### src/rtl/sp_ram_param.sv
// sp_ram_param: byte-enabled single-port RAM with post-reset clear sequencer; define SPRAM_OUTREG_EN for a second output register stage
module sp_ram_param #(
  parameter int DATA_W = 32,
  parameter int ADDR_W = 6,
  parameter int RW_MODE = 0
) (
  input  logic                i_clk,
  input  logic                i_reset,
  input  logic                i_ce,
  input  logic                i_we,
  input  logic [DATA_W/8-1:0] i_be,
  input  logic [ADDR_W-1:0]   i_addr,
  input  logic [DATA_W-1:0]   i_data,
  output logic [DATA_W-1:0]   o_data,
  output logic                o_valid,
  output logic                o_busy
);
  localparam int NB = DATA_W / 8;
  localparam int DEPTH = 2 ** ADDR_W;
  localparam logic [ADDR_W-1:0] LAST = {ADDR_W{1'b1}};
  typedef enum logic {CLEAR, READY} state_t;
  state_t state;
  logic [ADDR_W-1:0] clr_ptr;
  logic [DATA_W-1:0] mem [DEPTH];
  logic [DATA_W-1:0] old_word, merged, mem_wdata, s1_data;
  logic [ADDR_W-1:0] mem_addr;
  logic acc, mem_we, s1_valid, s1_load;
  assign old_word = mem[i_addr];
  for (genvar b = 0; b < NB; b++) begin : g_merge
    assign merged[8*b +: 8] = i_be[b] ? i_data[8*b +: 8] : old_word[8*b +: 8];
  end
  // the clear sequencer and accepted writes share the single memory port; reset blocks both
  always_comb begin
    acc = state == READY && i_ce;
    s1_load = acc && (!i_we || RW_MODE != 2);
    mem_we = !i_reset && (state == CLEAR || (acc && i_we));
    mem_addr = state == CLEAR ? clr_ptr : i_addr;
    mem_wdata = state == CLEAR ? '0 : merged;
  end
  // storage array, no reset: contents are zeroed by the clear sequencer
  always_ff @(posedge i_clk) begin
    if (mem_we) mem[mem_addr] <= mem_wdata;
  end
  // clear/ready controller with the first output register stage
  always_ff @(posedge i_clk) begin
    if (i_reset) begin
      state <= CLEAR;
      clr_ptr <= '0;
      o_busy <= 1'b1;
      s1_data <= '0;
      s1_valid <= 1'b0;
    end else if (state == CLEAR) begin
      clr_ptr <= clr_ptr + 1'b1;
      s1_valid <= 1'b0;
      if (clr_ptr == LAST) begin
        state <= READY;
        o_busy <= 1'b0;
      end
    end else begin
      s1_valid <= s1_load;
      if (s1_load) s1_data <= (i_we && RW_MODE == 1) ? merged : old_word;
    end
  end
`ifdef SPRAM_OUTREG_EN
  logic [DATA_W-1:0] s2_data;
  logic s2_valid;
  // second output stage: data only advances when stage one carries a new word
  always_ff @(posedge i_clk) begin
    if (i_reset) begin
      s2_data <= '0;
      s2_valid <= 1'b0;
    end else begin
      s2_valid <= s1_valid;
      if (s1_valid) s2_data <= s1_data;
    end
  end
  assign o_data = s2_data;
  assign o_valid = s2_valid;
`else
  assign o_data = s1_data;
  assign o_valid = s1_valid;
`endif
endmodule

### config.mk
export PLATFORM = sky130hd
export DESIGN_NAME = sp_ram_param
export DESIGN_NICKNAME = d
export VERILOG_FILES = /design/src/rtl/sp_ram_param.sv
export SDC_FILE = /design/constraint.sdc
export NUM_CORES = 2
export LEC_CHECK = 0
export ABC_AREA = 1
export CAP_MARGIN = 20
export CELL_PAD_IN_SITES_DETAIL_PLACEMENT = 0
export CELL_PAD_IN_SITES_GLOBAL_PLACEMENT = 2
export CORE_UTILIZATION = 47
export CTS_CLUSTER_SIZE = 28
export DETAILED_ROUTE_END_ITERATION = 10
export HOLD_SLACK_MARGIN = 0.08
export PLACE_DENSITY_LB_ADDON = 0.1
export SLEW_MARGIN = 0
export SYNTH_ARGS = -nofsm -noshare
export SYNTH_HDL_FRONTEND = slang
export SYNTH_SLANG_ARGS = --single-unit
### constraint.sdc
create_clock -name i_clk -period 14.5 [get_ports i_clk]
set_clock_uncertainty 0.2 [all_clocks]
set_input_delay 3.625 -clock i_clk [delete_from_list [all_inputs] [get_ports i_clk]]
set_output_delay 3.625 -clock i_clk [all_outputs]
set_load 0.02 [all_outputs]
== Yosys cells after proc, flatten, opt, wreduce, memory -nomap -nowiden ==
Memories as Yosys holds them, arrays and structs flattened.
Cells that the tools add are included.

* Flip-flop bits (word level): 41
* Bits in latches: 0
* Bits in writable memories: 2048
* Bits in read-only memories: 0
* Bits of input ports: 46
* Output and inout port bits: 34
* Logic and storage cells: 27
* Memories kept: 1

* Add/sub/neg operators: 1
* $mul: 0
* Div/mod/pow operators: 0
* Magnitude comparators: 0
* Equal/unequal tests: 1
* Shift operators: 0
* Multiplexer cells: 10
* Bitwise gates (word level): 1
* Reductions and logical operators: 8

{| class="wikitable"
|+ Memories
! memory !! words !! width !! rd ports !! clocked after memory_dff !! wr ports !! line !! RTL
|-
| mem || 64 || 32 || 1 || 0 || 1 || 24 || <nowiki>logic [DATA_W-1:0] mem [DEPTH];</nowiki>
|}

{| class="wikitable"
|+ Operators by type and width
! kind !! count
|-
| 32-bit two-way mux || 1
|-
| 8-bit two-way mux || 4
|-
| 6-bit by 1-bit adder with 6-bit output, second input constant || 1
|-
| 6-bit == test, second input constant || 1
|-
| 6-bit two-way mux || 1
|-
| 1-bit two-way mux || 4
|-
| 2-bit AND reduction || 2
|-
| 1-bit logical AND || 3
|-
| 2-bit OR reduction || 1
|-
| 1-bit zero test || 1
|-
| 1-bit logical OR || 1
|-
| 1-bit NOT || 1
|}

== Logic depth before layout (Yosys ltp) ==
* Depth in word-level cells: 6
* Gate-level depth with buffers: 14
* Depth with buffers taken out: 11

== Worst setup path before layout ==
No wires, ideal clock.

* Kind: input port to flip-flop
* Start point: input port i_addr[0]
* End point: memory mem[48][0] (enable)
* Setup time: 0.461 ns
* Arrival: 6.830 ns
* Required time: 13.839 ns
* Setup slack: 7.009 ns
* Cell stages on the path: 6
* Buffers on the path: 3
* Path through: buf_4 > buf_4 > buf_2 > a21oi_2 > inv_1 > nor3_1

* Cells in the longest elaborated chain, start to end: 1

{| class="wikitable"
|+ RTL lines
! item !! line !! RTL
|-
| start: declaration || 12 || <nowiki>input logic [ADDR_W-1:0] i_addr,</nowiki>
|-
| 6-bit two-way mux || 37 || <nowiki>mem_addr = state == CLEAR ? clr_ptr : i_addr;</nowiki>
|-
| end: declaration || 24 ||
|}

No other way between the ends.

== Final worst setup path ==
* Start point: input port i_addr[0]
* End point: memory mem[53][18] (data pin)

* Cells in the longest elaborated chain, start to end: 3

{| class="wikitable"
|+ RTL lines
! item !! line !! RTL
|-
| memory 64 x 32 bit || n/a ||
|-
| 8-bit two-way mux || 30 || <nowiki>assign merged[8*b +: 8] = i_be[b] ? i_data[8*b +: 8] : old_word[8*b +: 8];</nowiki>
|-
| 32-bit two-way mux || 38 || <nowiki>mem_wdata = state == CLEAR ? '0 : merged;</nowiki>
|-
| net mem_wdata[18] || 25 || <nowiki>logic [DATA_W-1:0] old_word, merged, mem_wdata, s1_data;</nowiki>
|}

The timed path passes the listed nets, and every way through them passes these cells.

==> flow_summary.toml <==
[setup_path]
crit_required_ps = 14880
critPathMostFrequentCell = "nand3_1"
cp.arrival_ps = 8600
cp-end-kind = "flip-flop"
cp-start-kind = "input pin"
critPathMaxStageDelay_ps = 920
crit_family = "buffers and inverters"
path_buf_inv = 5
worst_path_max_delay_cell = "a21oi_4"
path_cells = "buf_8, inv_16, buf_4, buf_12, nand2_1, nand3_1, nand3_1, nand3_1, nand3_1, nand3_1, nand2_1, a21oi_4, buf_4"
critPathMaxFanout = 191
crit_type = "input pin to flip-flop"

[detailed_routing]
dr.first_iter.drc_count = 6067
wl_met3_um = 16600
vias = 54877
ant_nets = 0
top_layer_used = "met5"
wl_met1_um = 116000
via_per_inst = 5.81
dr.pass1.iters = 7
wl_um = 265000
routed-wl-met2_um = 124000
post_drt_wl_per_cell_um = 28.1
route.detailed.drc = 0

[timing]
max_slew_margin_pct = 21.2
fmax_mhz = 122
period_share_pct = 56.7
hold_viol = 0
finalSetupViolCount = 0
tightest_slew_ps = 1180
whs_ps = 332
rsz0062_at_grt = "no"
period_minus_slack_ps = 8220
slew_viol_final = 0
tns_ps = 0

[clock_network]
cts_tree = "done"
post_cts_resized = 0
cts-buffers-inserted = 215
hold_buffers = 0
clock-sinks = 2089
cts_max_level = 4
cts_setup_buffers = 0
clk_pin_slew_worst_paths_ps = 60
clockBufferDepth = 3
root_buffer = "clkbuf_16"
clk_latency_ps = 850

[final_layout]
postLayoutCoreUtil_pct = 53.3
layout_commonest_cell = "nand2_1"
drive_above_1_share_pct = 7.81
final_cell_mix = "nand2_1, edfxtp_1, nand3_1"
nNetsFinal = 6975
fillerInstances = 15177
syn2layout_area_growth_pct = 12.5

[global_routing]
grt_pass1_vias = 51814
grt_antenna_before_repair = 9
groute.usage.overall_pct = 29.4
grt_max_degree = 192
grt_overflow_total = 0
grt_first_pass_wirelength_um = 378000

[yosys]
synth_seq_cells = 2089
syn-instance-count = 6926
ys.warnings.count = 0
netlist-cell-type-count = 20
ys_seq_area_share_pct = 74.5
synth_nets = 6973
yosys.area.top_type = "edfxtp_1"
netlist_area_um2 = 83700
avgSynthCellArea_um2 = 12.1
synthFlopType = "edfxtp_1"
synth_edf_count = 2048
async_flop_share_pct = 0
synth_top_area_share_pct = 73.5
synth.area.top_cells = "edfxtp_1, nand3_1, nand2_1, buf_2, dfxtp_1"

[floorplan]
die-area_um2 = 180000
core.rowCount = 154
die_x_um = 424
die_h_um = 424
io_pins = 80
initial_core_util_pct = 47.4
core_um2 = 176000

[job]
drv_cap = 0

[placement]
gp_congestion = 0.842
dpl.hpwl_um = 133000
io_buffers = 79

[power_and_ir_drop]
p_leak_uw = 0.0335
ir_drop_v = 0.000124
powerDensity_nw_per_um2 = 132

[outcome]
status = "complete, no violations"

[min_path]
hp-class = "flip-flop to flip-flop"
-- kinds of logic after synthesis --
logic type | synth area share, %
AOI/OAI and AO/OA | 0.860
adders and majority gates | 0.0149
buffers and inverters | 2.85
DFF | 74.5
and+or+nand+nor | 21.8
-- per-layer routing --
metal  up-vias  global-route usage, %
li1      24790                      -
met1     27748                   42.2
met4         2                   10.1
met3       363                   3.76
met5         -                      0
met2      1974                   46.4
-- sequential cells by signal (all words and copies together) (netlist names) --
register  flops
clr_ptr       6
o_busy        1
o_data       32
o_valid       1
mem        2048
state         1
-- where the power goes --
group	total, uW	switching, uW	internal (uW)
clock network	5260	2260	3000
registers	6550	4.11	6550
logic	656	496	160
total	12500	2760	9710
-- cells in the mapped netlist (2+ instances only) --
cell type and instances:
a21oi_1 70, buf_1 55, buf_2 232, buf_4 46, buf_6 10, clkbuf_1 121
clkinv_1 2, dfxtp_1 41, edfxtp_1 2048, inv_1 22, inv_4 2, nand2_1 2148
nand3_1 1972, nor2_1 72, nor3_1 10, o21ai_0 71
-- worst min-delay path, delay by kind of cell (launching register included) --
family        cells  cell delay [ps]
simple gates      2              150
flops             1              340
-- path summary, 6_finish.rpt --
kind	startpoint	to	slack, ps	depth (start not counted)
setup / recovery	i_addr[0]	mem[53][18]	6280	13
hold / removal	clr_ptr[1]	clr_ptr[1]	330	2
setup reg to reg	state	mem[30][24]	10400	6
hold reg to reg	clr_ptr[1]	clr_ptr[1]	330	2
-- metrics by stage --
stage | instance area [um^2] | total power [uW] | setup slack (ps) | std cells
global route | 94100 | 12800 | 6030 | 9445
global placement | 87500 | 7330 | 5460 | 9049
floorplan | 83700 | 7070 | 7010 | 6926
detailed placement | 87500 | 7330 | 5360 | 9050
CTS | 94100 | 12500 | 6270 | 9444
finish | 94100 | 12500 | 6280 | 9448
-- final cells by class --
class	count	area, um^2	area share (%)
Tap cell	2340	2930	3.11
Clock inverter	114	772	0.820
Timing Repair Buffer	249	2310	2.46
Antenna cell	3	7.51	0.00797
Multi-Input combinational cell	4347	19800	21.0
Sequential cell	2089	62300	66.2
Inverter	26	144	0.153
Clock buffer	280	5840	6.21
(Power assumes the default switching activity.)
